**src/rtl/conv3x3_mac_engine.sv**
```systemverilog
// Sequential 3x3 convolution over a 4x4 image of 4-bit pixels: one MAC per cycle,
// four windows, one registered 11-bit result per window.
//   state  | meaning
//   S_IDLE | image buffer writable, waiting for START
//   S_MAC  | accumulating tap r_tap of window r_win
//   S_EMIT | result strobe cycle; next window or back to idle
module conv3x3_mac_engine (
    input  logic        CLK,
    input  logic        RESET,
    input  logic        PIX_VALID,
    input  logic [3:0]  PIX_ADDR,
    input  logic [3:0]  PIX_DATA,
    input  logic [35:0] KERNEL,
    input  logic        START,
    output logic        BUSY,
    output logic        OUT_VALID,
    output logic [1:0]  OUT_IDX,
    output logic [10:0] OUT_DATA,
    output logic        DONE
);

    typedef enum logic [1:0] {
        S_IDLE = 2'd0,
        S_MAC  = 2'd1,
        S_EMIT = 2'd2
    } state_t;

    state_t      r_state;
    state_t      w_state_nxt;

    logic [3:0]  r_mem [16];
    logic [1:0]  r_win;
    logic [1:0]  r_ki;
    logic [1:0]  r_kj;
    logic [3:0]  r_tap;
    logic [10:0] r_acc;

    logic        r_busy;
    logic        r_out_valid;
    logic [1:0]  r_out_idx;
    logic [10:0] r_out_data;
    logic        r_done;

    logic [1:0]  w_row;
    logic [1:0]  w_col;
    logic [3:0]  w_rd_addr;
    logic [3:0]  w_pix;
    logic [3:0]  w_weight;
    logic [7:0]  w_prod;
    logic [10:0] w_acc_sum;
    logic        w_last_tap;
    logic        w_last_win;

    // Window origin (w[1], w[0]) plus kernel offset (i, j) never exceeds 3.
    assign w_row     = {1'b0, r_win[1]} + r_ki;
    assign w_col     = {1'b0, r_win[0]} + r_kj;
    assign w_rd_addr = {w_row, w_col};
    assign w_pix     = r_mem[w_rd_addr];

    always_comb begin
        w_weight = 4'd0;
        for (int t = 0; t < 9; t++) begin
            if (r_tap == 4'(t)) begin
                w_weight = KERNEL[4*t +: 4];
            end
        end
    end

    assign w_prod     = {4'b0, w_pix} * {4'b0, w_weight};
    assign w_acc_sum  = r_acc + {3'b0, w_prod};
    assign w_last_tap = (r_tap == 4'd8);
    assign w_last_win = (r_win == 2'd3);

    always_ff @(posedge CLK or posedge RESET) begin
        if (RESET) begin
            r_state <= S_IDLE;
        end else begin
            r_state <= w_state_nxt;
        end
    end

    always_comb begin
        w_state_nxt = r_state;
        case (r_state)
            S_IDLE: begin
                if (START) begin
                    w_state_nxt = S_MAC;
                end
            end
            S_MAC: begin
                if (w_last_tap) begin
                    w_state_nxt = S_EMIT;
                end
            end
            S_EMIT: begin
                w_state_nxt = w_last_win ? S_IDLE : S_MAC;
            end
            default: begin
                w_state_nxt = S_IDLE;
            end
        endcase
    end

    // Image buffer is frozen for the whole run; a write in the START cycle still lands.
    always_ff @(posedge CLK or posedge RESET) begin
        if (RESET) begin
            for (int a = 0; a < 16; a++) begin
                r_mem[a] <= 4'd0;
            end
        end else if ((r_state == S_IDLE) && PIX_VALID) begin
            r_mem[PIX_ADDR] <= PIX_DATA;
        end
    end

    always_ff @(posedge CLK or posedge RESET) begin
        if (RESET) begin
            r_win       <= 2'd0;
            r_ki        <= 2'd0;
            r_kj        <= 2'd0;
            r_tap       <= 4'd0;
            r_acc       <= 11'd0;
            r_busy      <= 1'b0;
            r_out_valid <= 1'b0;
            r_out_idx   <= 2'd0;
            r_out_data  <= 11'd0;
            r_done      <= 1'b0;
        end else begin
            r_out_valid <= 1'b0;
            r_done      <= 1'b0;
            case (r_state)
                S_IDLE: begin
                    if (START) begin
                        r_win  <= 2'd0;
                        r_ki   <= 2'd0;
                        r_kj   <= 2'd0;
                        r_tap  <= 4'd0;
                        r_acc  <= 11'd0;
                        r_busy <= 1'b1;
                    end
                end
                S_MAC: begin
                    r_acc <= w_acc_sum;
                    if (w_last_tap) begin
                        // Result is registered here so the strobe lands in the EMIT cycle.
                        r_out_valid <= 1'b1;
                        r_out_data  <= w_acc_sum;
                        r_out_idx   <= r_win;
                        r_done      <= w_last_win;
                    end else begin
                        r_tap <= r_tap + 4'd1;
                        if (r_kj == 2'd2) begin
                            r_kj <= 2'd0;
                            r_ki <= r_ki + 2'd1;
                        end else begin
                            r_kj <= r_kj + 2'd1;
                        end
                    end
                end
                S_EMIT: begin
                    if (w_last_win) begin
                        r_busy <= 1'b0;
                    end else begin
                        r_win <= r_win + 2'd1;
                        r_ki  <= 2'd0;
                        r_kj  <= 2'd0;
                        r_tap <= 4'd0;
                        r_acc <= 11'd0;
                    end
                end
                default: begin
                    r_busy <= 1'b0;
                end
            endcase
        end
    end

    assign BUSY      = r_busy;
    assign OUT_VALID = r_out_valid;
    assign OUT_IDX   = r_out_idx;
    assign OUT_DATA  = r_out_data;
    assign DONE      = r_done;

endmodule
```
**config.mk**
```make
export PLATFORM = sky130hd
export DESIGN_NAME = conv3x3_mac_engine
export DESIGN_NICKNAME = d
export VERILOG_FILES = /design/src/rtl/conv3x3_mac_engine.sv
export SDC_FILE = /design/constraint.sdc
export NUM_CORES = 1
export LEC_CHECK = 0
export BUFFER_PORTS_ARGS = -buffer_cell sky130_fd_sc_hd__buf_2
export CORE_UTILIZATION = 58
export DETAILED_ROUTE_END_ITERATION = 12
export HOLD_SLACK_MARGIN = 0.03
export PLACE_DENSITY_LB_ADDON = 0.12
export SLEW_MARGIN = 20
export SYNTH_ARGS = -nofsm -noshare
export SYNTH_HDL_FRONTEND = slang
export SYNTH_SLANG_ARGS = --single-unit
export TNS_END_PERCENT = 1
```
**constraint.sdc**
```tcl
create_clock -name CLK -period 13.4 [get_ports CLK]
set_clock_uncertainty 0.2 [all_clocks]
set_input_delay 0 -clock CLK [delete_from_list [all_inputs] [get_ports CLK]]
set_output_delay 0 -clock CLK [all_outputs]
set_load 0.03 [all_outputs]
```
==> summary.txt <==
CTS
  • TritonCTS clock tree: done
  • Post_cts resized: 0
  • H-tree depth: 3
  • Root Buffer: clkbuf_8
  • Clk slew on worst S/H paths: 0.10 ns
  • Num CTS Buffers: 9
  • CTS max path bufs: 2
  • TritonCTS sink count: 103
  • Clk Latency, worst-skew pair: 0.39 ns

Placed design
  • Port Buffers: 63
  • Routability cong.: 0.892
  • Dpl hpwl: 9720 µm

Global routing
  • Initial antenna violation count: 0
  • M3 GR Usage: 5.54%
  • Met2 Use GR: 45.4%
  • Vias in the first global route: 4553
  • Met1 GRT Util: 33.4%
  • Grt peak-use layer: met2
  • First-pass GRT wire length: 22200 µm
  • Largest net degree at the start of global routing: 71
  • Gr ovfl total: 0
  • Gr usage total: 26.5%

STA
  • Tmin final: 5.60 ns
  • Fin crit share: 41.8%
  • Worst-Margin Slew: 0.880 ns
  • RSZ-0062 raised after global routing: no
  • Slew HR: 40.6%
  • Peak Freq: 0.178 GHz
  • Final hold violation count: 0
  • Setup tns final: 0 ns
  • Max-slew violations: 0
  • Final setup fails: 0

Synthesis
  • Post-synth EDFFs: 0
  • YS warnings: 0
  • Syn_nets: 614
  • Synth Instances: 532
  • Ys flop type: dfrtp_1
  • Seq cells post-synth: 103
  • Async S/R FF share, synth: 100%
  • Seq/Total Area, Yosys: 43.1%
  • Syn_area_per_cell: 11.3 µm²
  • Mapped Area: 5990 µm²
  • Distinct cells, synth: 58

Layout
  • Multi-input gate area: 3180 µm²
  • Fin util: 67.7%
  • Area Overhead vs Synth: 12.0%
  • # fillers: 770
  • Antenna cell count: 0
  • Reg area: 2580 µm²
  • Share of cells above drive strength 1: 27.9%
  • Nets: 683

Setup path
  • Crit path arrival time: 5.67 ns
  • Critical Path, Cell by Cell: inv_1 -> ha_1 -> inv_2 -> and3_1 -> a21oi_1 -> o311ai_0 -> nand2_1 -> fa_1 -> fa_1 -> fa_1 -> inv_1 -> ha_1 -> a211oi_1 -> o21ai_0 -> a21oi_1 -> nor3_1 -> or3_1
  • Worst Reg-to-Reg Cells: 17
  • Required @ worst endpoint: 13.46 ns
  • CP Capture Point: OUT_DATA[9]
  • Slowest cell on crit path: o311ai_0
  • Crit end category: register
  • Crit Path Class: reg2reg
  • Worst setup path startpoint: r_tap[0]
  • CP Launch Type: register
  • R2R Path Start: r_tap[0]
  • Worst path most repeated cell: fa_1
  • Worst path max stage delay: 0.75 ns
  • R2R Path End: OUT_DATA[9]
  • Worst R2R Setup Slack: 7.80 ns
  • Critical path peak fanout: 10

Detailed routing
  • WL final: 13300 µm
  • DRC Markers: 0
  • Vias: 4374
  • Initial detailed-routing violation count: 164
  • Routed Antenna Nets: 0
  • Via/cell ratio: 5.93
  • Pre-antenna DRT Iters: 4
  • WL per Instance: 18.0 µm

Worst hold path
  • Hold Crit Depth: 3
  • Worst Hold Class: in2reg
  • Critical hold path startpoint: START

Floorplan
  • Initial Util: 60.4%
  • Full die area: 10700 µm²
  • Core Area: 9910 µm²
  • IO Count: 64
  • Die Wd: 104 µm
  • Row count: 36
  • Vert. Die Dim: 104 µm

Job
  • Max-capacitance violation count: 0

Run status
  • Status: completed
[worst min path at each step]
stage                             to
after floorplan                 BUSY
after global placement    OUT_IDX[1]
after detailed placement  OUT_IDX[1]
after CTS                       BUSY
after global routing            BUSY
final                           BUSY
[layout by cell type (no fill, tap or decap), types with 7 or more instances in the layout]
master	n
dlygate4sd3_1	13
nor3_1	7
nor2_1	33
clkbuf_8	9
fa_1	9
mux2i_1	10
a22o_1	18
nand2b_1	12
mux4_2	7
dfrtp_1	103
a21oi_1	15
buf_2	63
inv_1	30
nand2_1	45
nand3_1	9
nor2b_1	9
ha_1	25
o21ai_0	17
and2_1	9
mux2_2	68
[synthesized netlist by cell type (4+ instances only)]
cell type | count | area (µm²)
dfrtp_1 | 103 | 2580
mux2_2 | 68 | 766
nand2_1 | 45 | 169
nor2_1 | 33 | 124
inv_1 | 31 | 116
ha_1 | 25 | 313
a22o_1 | 18 | 158
o21ai_0 | 17 | 85.1
a21oi_1 | 15 | 75.1
clkbuf_1 | 14 | 52.6
nand2b_1 | 12 | 75.1
mux2i_1 | 10 | 100
and2_1 | 9 | 56.3
fa_1 | 9 | 180
nand3_1 | 9 | 45.0
nor2b_1 | 9 | 56.3
mux4_2 | 7 | 158
nor3_1 | 7 | 35.0
a31oi_1 | 6 | 37.5
xnor2_1 | 6 | 52.6
a21o_1 | 5 | 37.5
buf_2 | 5 | 25.0
mux4_1 | 5 | 131
o221ai_1 | 5 | 43.8
a211oi_1 | 4 | 30.0
or3_1 | 4 | 25.0
[cells by family (layout without fill, tap and decap cells)]
family	Yosys count	count (layout)	synth area share [%]
simple gates	150	150	13.2
xor+xnor	8	8	1.30
mux	90	90	19.3
compound gates	93	93	11.1
fa+ha+maj	34	34	8.24
flops	103	103	43.1
buf+inv	54	127	3.87
[cell type report]
cell class / instances / area share (%)
Sequential cell: 103 / 38.4
Multi-Input combinational cell: 375 / 47.4
Clock buffer: 11 / 1.96
Clock inverter: 4 / 0.821
Inverter: 32 / 1.83
Tap cell: 133 / 2.48
Timing Repair Buffer: 80 / 7.09
[sequential cells by signal, summed over array words and instances (netlist names)]
signal,cells
r_state,2
r_tap,4
OUT_DATA,11
r_win,2
r_acc,11
OUT_IDX,2
r_mem,64
DONE,1
OUT_VALID,1
r_kj,2
BUSY,1
r_ki,2
[metal layers]
layer	up-vias	wire length (µm)
li1	2045	-
met1	2211	5690
met2	95	6790
met3	23	494
met4	0	299
met5	-	0
[per-stage QoR]
| stage | hold slack (ns) | setup WS (ns) | instance area (µm²) | std cells |
|---|---|---|---|---|
| global route | 0.269 | 7.34 | 6710 | 738 |
| floorplan | -0.0603 | 8.40 | 5990 | 532 |
| global placement | -0.167 | 7.99 | 6390 | 710 |
| CTS | 0.220 | 7.83 | 6710 | 738 |
| finish | 0.238 | 7.80 | 6710 | 738 |
| detailed placement | -0.160 | 7.85 | 6390 | 710 |
[critical path, delay by kind of cell, from the launching register on]
family / cells / cell delay [ns]
adders and majority gates: 5 / 2.21
AOI/OAI and AO/OA: 5 / 1.54
and+or+nand+nor: 4 / 0.77
DFF: 1 / 0.44
buffers and inverters: 3 / 0.32
[timing repair]
action / 4_1_cts / 5_1_grt
hold endpoints to repair: 102 / 0
hold buffers: 13 / 0
buffers inserted: 0 / 0
Power is left out: the tool's default activity adds up to more than one toggle a clock period on the data nets, which glitch-free logic cannot reach.
